**config.mk**
```make
export PLATFORM = sky130hd
export DESIGN_NAME = instruction_fetch_unit_flat
export DESIGN_NICKNAME = d
export VERILOG_FILES = /design/src/rtl/instruction_fetch_unit_if.sv /design/src/rtl/instruction_fetch_unit.sv /design/src/flat_wrapper.sv
export SDC_FILE = /design/constraint.sdc
export NUM_CORES = 1
export LEC_CHECK = 0
export CORE_UTILIZATION = 52
export DETAILED_ROUTE_END_ITERATION = 12
export GPL_TIMING_DRIVEN = 1
export PLACE_DENSITY = 0.85
export SYNTH_ARGS = -nofsm -noshare
export SYNTH_HDL_FRONTEND = slang
export SYNTH_SLANG_ARGS = --single-unit
```
**constraint.sdc**
```tcl
create_clock -name Clk -period 3.9 [get_ports Clk]
set_input_delay 0.78 -clock Clk [delete_from_list [all_inputs] [get_ports Clk]]
set_output_delay 0.78 -clock Clk [all_outputs]
set_load 0.005 [all_outputs]
```
**src/rtl/instruction_fetch_unit_if.sv**
```systemverilog
// Fetch-unit bus: instruction memory port, decode-side valid/ready handshake and redirect/halt control.
interface instruction_fetch_unit_if #(
  parameter int ADDR_WIDTH  = 32,
  parameter int INSTR_WIDTH = 32
);
  logic [ADDR_WIDTH-1:0]  Address;
  logic [INSTR_WIDTH-1:0] ReadData;
  logic [INSTR_WIDTH-1:0] Instr;
  logic [ADDR_WIDTH-1:0]  InstrPC;
  logic                   InstrValid;
  logic                   InstrReady;
  logic                   Redirect;
  logic [ADDR_WIDTH-1:0]  RedirectPC;
  logic                   Halted;

  modport master (
    output Address, Instr, InstrPC, InstrValid, Halted,
    input  ReadData, InstrReady, Redirect, RedirectPC
  );

  modport slave (
    input  Address, Instr, InstrPC, InstrValid, Halted,
    output ReadData, InstrReady, Redirect, RedirectPC
  );
endinterface

```
**src/rtl/instruction_fetch_unit.sv**
```systemverilog
// Instruction fetch: issues word addresses to a synchronous memory and queues returned words
// in a 2-entry buffer for decode, with redirect flush and end-of-program drain/halt.
module instruction_fetch_unit #(
  parameter int                    ADDR_WIDTH  = 32,
  parameter int                    INSTR_WIDTH = 32,
  parameter logic [ADDR_WIDTH-1:0] RESET_PC    = '0,
  parameter logic [ADDR_WIDTH-1:0] LAST_ADDR   = 31
) (
  input  logic                    Clk,
  input  logic                    Reset_n,
  instruction_fetch_unit_if.master bus
);

  typedef enum logic [1:0] {S_FETCH, S_DRAIN, S_HALTED} state_t;

  state_t                 r_state, w_state_n;
  logic [ADDR_WIDTH-1:0]  r_pc, r_tag;
  logic                   r_inflight;
  logic [1:0]             r_count;
  logic [INSTR_WIDTH-1:0] r_instr0, r_instr1;
  logic [ADDR_WIDTH-1:0]  r_ipc0, r_ipc1;

  logic       w_pop, w_push, w_issue, w_credit, w_at_last;
  logic [1:0] w_after_pop;
  logic [2:0] w_occupancy;

  assign w_pop       = (r_count != 2'd0) & bus.InstrReady;
  assign w_push      = r_inflight & ~bus.Redirect;
  assign w_after_pop = r_count - {1'b0, w_pop};
  // Slots already committed (buffered + in flight) after this edge's pop bound the next issue.
  assign w_occupancy = {1'b0, r_count} + {2'b00, r_inflight} - {2'b00, w_pop};
  assign w_credit    = (w_occupancy < 3'd2);
  assign w_at_last   = (r_pc == LAST_ADDR);

  always_ff @(posedge Clk or negedge Reset_n) begin
    if (!Reset_n) r_state <= S_FETCH;
    else          r_state <= w_state_n;
  end

  always_comb begin
    w_state_n = r_state;
    w_issue   = 1'b0;
    if (bus.Redirect) begin
      w_state_n = (bus.RedirectPC > LAST_ADDR) ? S_DRAIN : S_FETCH;
    end else begin
      case (r_state)
        S_FETCH: begin
          if (w_credit) begin
            w_issue = 1'b1;
            if (w_at_last) w_state_n = S_DRAIN;
          end
        end
        S_DRAIN: begin
          if ((r_count == 2'd0) && !r_inflight) w_state_n = S_HALTED;
        end
        default: w_state_n = r_state;
      endcase
    end
  end

  always_ff @(posedge Clk or negedge Reset_n) begin
    if (!Reset_n) begin
      r_pc       <= RESET_PC;
      r_tag      <= '0;
      r_inflight <= 1'b0;
      r_count    <= 2'd0;
      r_instr0   <= '0;
      r_instr1   <= '0;
      r_ipc0     <= '0;
      r_ipc1     <= '0;
    end else if (bus.Redirect) begin
      r_pc       <= bus.RedirectPC;
      r_inflight <= 1'b0;
      r_count    <= 2'd0;
    end else begin
      r_inflight <= w_issue;
      if (w_issue) begin
        r_tag <= r_pc;
        if (!w_at_last) r_pc <= r_pc + 1'b1;
      end
      r_count <= w_after_pop + {1'b0, w_push};
      if (w_pop) begin
        r_instr0 <= r_instr1;
        r_ipc0   <= r_ipc1;
      end
      // A push lands in the first free slot after the head has shifted out.
      if (w_push) begin
        if (w_after_pop == 2'd0) begin
          r_instr0 <= bus.ReadData;
          r_ipc0   <= r_tag;
        end else begin
          r_instr1 <= bus.ReadData;
          r_ipc1   <= r_tag;
        end
      end
    end
  end

  assign bus.Address    = r_pc;
  assign bus.Instr      = r_instr0;
  assign bus.InstrPC    = r_ipc0;
  assign bus.InstrValid = (r_count != 2'd0);
  assign bus.Halted     = (r_state == S_HALTED);

endmodule

```
**src/flat_wrapper.sv**
```systemverilog
// flat-port wrapper written by rule: the top's interface ports become plain ports
module instruction_fetch_unit_flat 
#(
  parameter int                    ADDR_WIDTH  = 32,
  parameter int                    INSTR_WIDTH = 32,
  parameter logic [ADDR_WIDTH-1:0] RESET_PC    = '0,
  parameter logic [ADDR_WIDTH-1:0] LAST_ADDR   = 31
)
  (Clk, Reset_n, bus_Address, bus_Instr, bus_InstrPC, bus_InstrValid, bus_Halted, bus_ReadData, bus_InstrReady, bus_Redirect, bus_RedirectPC);
  instruction_fetch_unit_if #(.ADDR_WIDTH(ADDR_WIDTH), .INSTR_WIDTH(INSTR_WIDTH)) bus_i ();
  input  logic Clk;
  input  logic Reset_n;
  output wire logic [$bits(bus_i.Address)-1:0] bus_Address;
  output wire logic [$bits(bus_i.Instr)-1:0] bus_Instr;
  output wire logic [$bits(bus_i.InstrPC)-1:0] bus_InstrPC;
  output wire logic [$bits(bus_i.InstrValid)-1:0] bus_InstrValid;
  output wire logic [$bits(bus_i.Halted)-1:0] bus_Halted;
  input wire logic [$bits(bus_i.ReadData)-1:0] bus_ReadData;
  input wire logic [$bits(bus_i.InstrReady)-1:0] bus_InstrReady;
  input wire logic [$bits(bus_i.Redirect)-1:0] bus_Redirect;
  input wire logic [$bits(bus_i.RedirectPC)-1:0] bus_RedirectPC;
  assign bus_Address = bus_i.Address;
  assign bus_Instr = bus_i.Instr;
  assign bus_InstrPC = bus_i.InstrPC;
  assign bus_InstrValid = bus_i.InstrValid;
  assign bus_Halted = bus_i.Halted;
  assign bus_i.ReadData = bus_ReadData;
  assign bus_i.InstrReady = bus_InstrReady;
  assign bus_i.Redirect = bus_Redirect;
  assign bus_i.RedirectPC = bus_RedirectPC;
  instruction_fetch_unit #(.ADDR_WIDTH(ADDR_WIDTH), .INSTR_WIDTH(INSTR_WIDTH), .RESET_PC(RESET_PC), .LAST_ADDR(LAST_ADDR)) u_core (.Clk(Clk), .Reset_n(Reset_n), .bus(bus_i));
endmodule
```
# == Yosys cells after proc, flatten, opt, wreduce, memory -nomap -nowiden ==
# Cells that the tools add are included.
# classes
n_eq_ne,7
mux,20
add_sub_neg,5
bitwise_logic,4
multipliers,0
n_reduce_logical,12
div_mod_pow,0
magnitude_cmp,2
n_shift,0
# ops
cell,n
$mux W32,9
$add A32 B1 Y32 const B,1
$eq A32 B5 Y1 const B,1
$gt A32 B5 Y1 const B,1
$mux W2,5
$ne A3 B2 Y1 const B,3
$logic_not A2 Y1,3
$mux W1,5
$pmux W2 S2,1
$reduce_and A2 Y1,2
$reduce_and A4 Y1,1
$reduce_bool A2 Y1,2
$add A2 B1 Y3,1
$lt A3 B2 Y1 const B,1
$reduce_and A3 Y1,1
$reduce_bool A3 Y1,1
$sub A3 B1 Y3,1
$add A2 B1 Y2,1
$and A1 B1 Y1,2
$eq A2 B1 Y1 const B,1
$eq A2 B2 Y1 const B,1
$ne A2 B2 Y1 const B,1
$not A1 Y1,2
$sub A2 B1 Y2,1
other kinds (2),2
# totals
rom_bits,0
mem_count,0
latch_bits,0
out_inout_bits,98
in_bits,68
regBits,197
ram_bits,0

# == Longest topological paths before layout ==
# logic_depth
word_depth,9
depth_mapped,11
depth_no_buf,9

# == Worst setup path before layout ==
# OpenSTA, ideal clock, no wires.
# synth_timing
kind,input to register
start,in bus_InstrReady
end,reg u_core.r_pc[30] (netlist: u_core.bus.Address[30])
path_stages,9
t_arrival_ns,2.841
path_slack_ns,0.977
required_ns,3.818
setup_ns,0.082
path_cell_list,xor2_1 > nand2_1 > fa_1 > or3b_4 > nor2_8 > o21ai_2 > buf_6 > or4_1 > a31oi_1
# synth_via
elab_chain_len,8
# synth_rtl
element,line_no,source
"start, declared",flat_wrapper.sv:19,input wire logic [$bits(bus_i.InstrReady)-1:0] bus_InstrReady;
$and A1 B1 Y1,instruction_fetch_unit.sv:27,assign w_pop = (r_count != 2'd0) & bus.InstrReady;
$sub A3 B1 Y3,instruction_fetch_unit.sv:31,"assign w_occupancy = {1'b0, r_count} + {2'b00, r_inflight} - {2'b00, w_pop};"
$lt A3 B2 Y1,instruction_fetch_unit.sv:32,assign w_credit = (w_occupancy < 3'd2);
$mux W1,instruction_fetch_unit.sv:48,if (w_credit) begin
$mux W1,instruction_fetch_unit.sv:46,case (r_state)
$mux W1,instruction_fetch_unit.sv:43,if (bus.Redirect) begin
$reduce_bool A2 Y1 (no source line),-,
$reduce_and A2 Y1 (no source line),-,
"end signal, assigned",instruction_fetch_unit.sv:72,r_pc <= bus.RedirectPC;
"end signal, assigned",instruction_fetch_unit.sv:79,if (!w_at_last) r_pc <= r_pc + 1'b1;
"end, declared",instruction_fetch_unit.sv:17,"logic [ADDR_WIDTH-1:0] r_pc, r_tag;"
# Every way passes these cells.
# A chain may end at the register's enable or synchronous reset.

# == Worst setup path in the final report ==
# Same ends and word-level chain as after synthesis.

==> flow_metrics.env <==
export IMPL_fp_dieW_um=131.4
export IMPL_clk_path_buf_depth=2
export IMPL_net_switching_power_uw=2553
export IMPL_effective_utilization_at_floorplan_pct=54.07
export IMPL_post_route_cells_drive_above_1_share_pct=16.88
export IMPL_groute_usage_overall_pct=24.55
export IMPL_tritoncts="done"
export IMPL_die_y_um=131.4
export IMPL_clock_fmax_ghz=0.3079
export IMPL_routed_wirelength_um=20560
export IMPL_layout_area_overhead_vs_synth_pct=28.76
export IMPL_grt_pass1_vias=6475
export IMPL_slew_headroom_pct=44.13
export IMPL_clock_power_share_pct=21.3
export IMPL_drtPass1Iterations=5
export IMPL_wire_length_of_the_first_global_routing_pass_um=33460
export IMPL_insertion_delay_ns=0.43
export IMPL_synthDominantAreaCellType="sky130_fd_sc_hd__dfrtp_1"
export IMPL_placement_io_buffers=165
export IMPL_pwr_share_seq_pct=43.4
export IMPL_avgSynthCellArea_um2=11.59
export IMPL_syn_cell_area_um2=8713
export IMPL_maxCapViolCount=0
export IMPL_holdBufCountCts=0
export IMPL_crit_required_ns=4.25
export IMPL_ys_warnings_count=0
export IMPL_synth_enable_flop_cells=0
export IMPL_cts_htree_levels=4
export IMPL_grt_remaining_overflow=0
export IMPL_detailroute_via_count=6607
export IMPL_tritoncts_num_buffers=17
export IMPL_start_kind="input pin"
export IMPL_power_leakage_uw=0.004625
export IMPL_weighted_congestion_reported_at_the_end_of_routability_driven_placement=0.9184
export IMPL_ys_flop_type="sky130_fd_sc_hd__dfrtp_1"
export IMPL_clk_pin_slew_worst_paths_ns=0.07
export IMPL_clock_skew_final_ns=0.01472
export IMPL_run_status="finished, final reports clean"
export IMPL_ios=166
export IMPL_place_hpwl_um=13400
export IMPL_fp_dieArea_um2=17280
export IMPL_finalHoldViolCount=0
export IMPL_clock_sinks=197
export IMPL_antenna_found_initial=0
export IMPL_synthArstFlopShare_pct=100.0
export IMPL_ctsRootBufferMaster="sky130_fd_sc_hd__clkbuf_16"
export IMPL_netlist_top_cells_area="sky130_fd_sc_hd__dfrtp_1 (57%), sky130_fd_sc_hd__mux2_2 (13%), sky130_fd_sc_hd__mux2i_1 (5.7%)"
export IMPL_worstSetupPathType="in -> reg"
export IMPL_power_switching_fraction_pct=31.54
export IMPL_power_per_cell_area_nw_per_um2=721.4
export IMPL_totalPowerFinal_uw=8094
export IMPL_ys_seq_area_share_pct=56.58
export IMPL_netlist_cell_types=43
export IMPL_fin_nets=977
export IMPL_fill_cells=1133
export IMPL_maximum_number_of_pins_on_one_net_before_global_route_repair=103
export IMPL_post_drt_wl_per_cell_um=18.13
export IMPL_first_iter_violations=516
export IMPL_timing_setup_tns_ns=0
export IMPL_setup_violations=0
export IMPL_syn_num_nets=824
export IMPL_placementRows=46
export IMPL_final_antenna_net_count=0
export IMPL_intPower_uw=5540
export IMPL_rsz0062_at_grt="false"
export IMPL_final_min_period_over_clock_period_pct=83.28
export IMPL_worst_ir_drop_vdd_v=0.0004150
export IMPL_post_cts_buffers=0
export IMPL_dpl_worst_slack_ns=0.2576
export IMPL_worstHoldPathType="in -> async"
export IMPL_maxSlewViolCount=0
export IMPL_antenna_diode_count=0
export IMPL_syn_instance_count=752
export IMPL_number_of_gates_given_a_new_drive_strength_after_cts=0
export IMPL_setup_ws_ns=0.6522
export IMPL_netlist_area_leader_share_pct=56.58
export IMPL_crit_path_max_fanout=21
export IMPL_via_per_inst=5.826
export IMPL_power_combinational_fraction_pct=35.3
export IMPL_core_um2=16120
export IMPL_remaining_drc_errors=0
export IMPL_worst_setup_path_end_kind="register"
export IMPL_final_period_minus_worst_setup_slack_ns=3.248
export IMPL_worstPathArrival_ns=3.59
export IMPL_postSynthRegisterBits=197
export IMPL_tightest_slew_ns=0.8380
per-layer routing:
metal	up-vias	wire length [um]	GRT usage (%)
met4	0	352	8.398
met2	306	9952	39.33
met5	-	0	0
met1	3240	8929	33.64
met3	43	1322	4.591
li1	3018	-	-
power groups by stage:
stage	combinational [uW]	sequential, uW	clock [uW]
6_report	2860	3510	1720
5_1_grt	3110	3630	1830
4_1_cts	2890	3510	1750
3_5_place_dp	2860	3540	0
3_3_place_gp	2780	3490	0
2_1_floorplan	1600	3390	0
worst paths after layout:
path                                     start                      to  slack [ns]  depth (start not counted)
max in group asynchronous              Reset_n  u_core.bus.InstrPC[27]        2.60                          2
min in group Clk           u_core.r_instr1[24]     u_core.r_instr1[24]        0.51                          1
setup reg to reg             u_core.r_count[1]  u_core.bus.Address[30]        0.66                          9
setup / recovery                bus_InstrReady  u_core.bus.Address[30]        0.65                          9
hold / removal                         Reset_n  u_core.bus.Address[15]        0.39                          1
hold reg to reg            u_core.r_instr1[24]     u_core.r_instr1[24]        0.51                          1
stage by stage:
stage          instance area [um^2]  hold slack (ns)  std cells  util, %
6_report                      11220           0.3943       1134    69.62
5_1_grt                       11220           0.4838       1134    69.62
4_1_cts                       11220           0.4592       1134    69.62
3_5_place_dp                  10640           0.4960       1102    66.02
3_3_place_gp                  10640           0.4896       1102    66.02
2_1_floorplan                  8713           0.4805        752        -
Yosys cell counts (4+ instances only):
master and number:
sky130_fd_sc_hd__mux2i_1 50, sky130_fd_sc_hd__and3_1 5, sky130_fd_sc_hd__nand4_1 18, sky130_fd_sc_hd__nor3_1 4
sky130_fd_sc_hd__buf_1 5, sky130_fd_sc_hd__clkbuf_1 23, sky130_fd_sc_hd__nand3_1 15, sky130_fd_sc_hd__buf_2 15
sky130_fd_sc_hd__o211ai_1 6, sky130_fd_sc_hd__or3_1 4, sky130_fd_sc_hd__o22ai_1 15, sky130_fd_sc_hd__xnor2_1 5
sky130_fd_sc_hd__or4_1 6, sky130_fd_sc_hd__a21oi_1 66, sky130_fd_sc_hd__o31ai_1 4, sky130_fd_sc_hd__nor2_1 83
sky130_fd_sc_hd__o21ai_0 22, sky130_fd_sc_hd__inv_1 8, sky130_fd_sc_hd__mux2_2 98, sky130_fd_sc_hd__dfrtp_1 197
sky130_fd_sc_hd__a31oi_1 8, sky130_fd_sc_hd__xor2_1 17, sky130_fd_sc_hd__nand2_1 34, sky130_fd_sc_hd__nor4_1 16
registers in the layout (all words and copies together) (netlist names):
register / flops
u_core.r_count: 2
u_core.r_ipc1: 32
u_core.bus.Address: 32
u_core.r_inflight: 1
u_core.r_instr1: 32
u_core.r_state: 2
u_core.r_tag: 32
u_core.bus.Instr: 32
u_core.bus.InstrPC: 32
cells in the final DEF, fill, tap and decap left out, types with 16 or more instances in the layout:
cell	Yosys	routed
sky130_fd_sc_hd__dfrtp_1	197	197
sky130_fd_sc_hd__clkdlybuf4s50_1	0	163
sky130_fd_sc_hd__mux2_2	98	98
sky130_fd_sc_hd__nor2_1	83	82
sky130_fd_sc_hd__a21oi_1	66	66
sky130_fd_sc_hd__mux2i_1	50	50
sky130_fd_sc_hd__nand2_1	34	34
sky130_fd_sc_hd__o21ai_0	22	22
sky130_fd_sc_hd__nand4_1	18	18
sky130_fd_sc_hd__xor2_1	17	17
sky130_fd_sc_hd__clkbuf_16	0	17
sky130_fd_sc_hd__nor4_1	16	16
cells by family (layout without fill, tap and decap cells):
kind of cell | Yosys count | after routing | share of synthesized area [%]
AOI/OAI and AO/OA | 128 | 128 | 8.243
xor gates and xnor gates | 22 | 22 | 2.211
adders and majority gates | 4 | 4 | 0.6606
buffers and inverters | 52 | 218 | 2.542
DFF | 197 | 197 | 56.58
muxes | 148 | 148 | 18.41
and+or+nand+nor | 201 | 201 | 11.36
layout make-up:
| cell class | instances | area (um^2) | area share [%] |
|---|---|---|---|
| well taps | 216 | 270.3 | 2.409 |
| clock inverters | 14 | 150.1 | 1.338 |
| multi-input cells | 503 | 3600 | 32.08 |
| clock buffers | 18 | 429.2 | 3.825 |
| flip-flops and latches | 197 | 4930 | 43.94 |
| repair buffers | 178 | 1810 | 16.14 |
| inverters | 8 | 30.03 | 0.2676 |
critical path: stages:
cell and delay [ns]:
sky130_fd_sc_hd__clkdlybuf4s50_1 0.48, sky130_fd_sc_hd__nand2_1 0.20, sky130_fd_sc_hd__nor2_1 0.08, sky130_fd_sc_hd__fa_1 0.49
sky130_fd_sc_hd__or3b_4 0.43, sky130_fd_sc_hd__nor2_8 0.10, sky130_fd_sc_hd__o21ai_2 0.24, sky130_fd_sc_hd__or4_1 0.59
sky130_fd_sc_hd__a31oi_1 0.20
No activity file was read; power rests on OpenSTA's default activity.
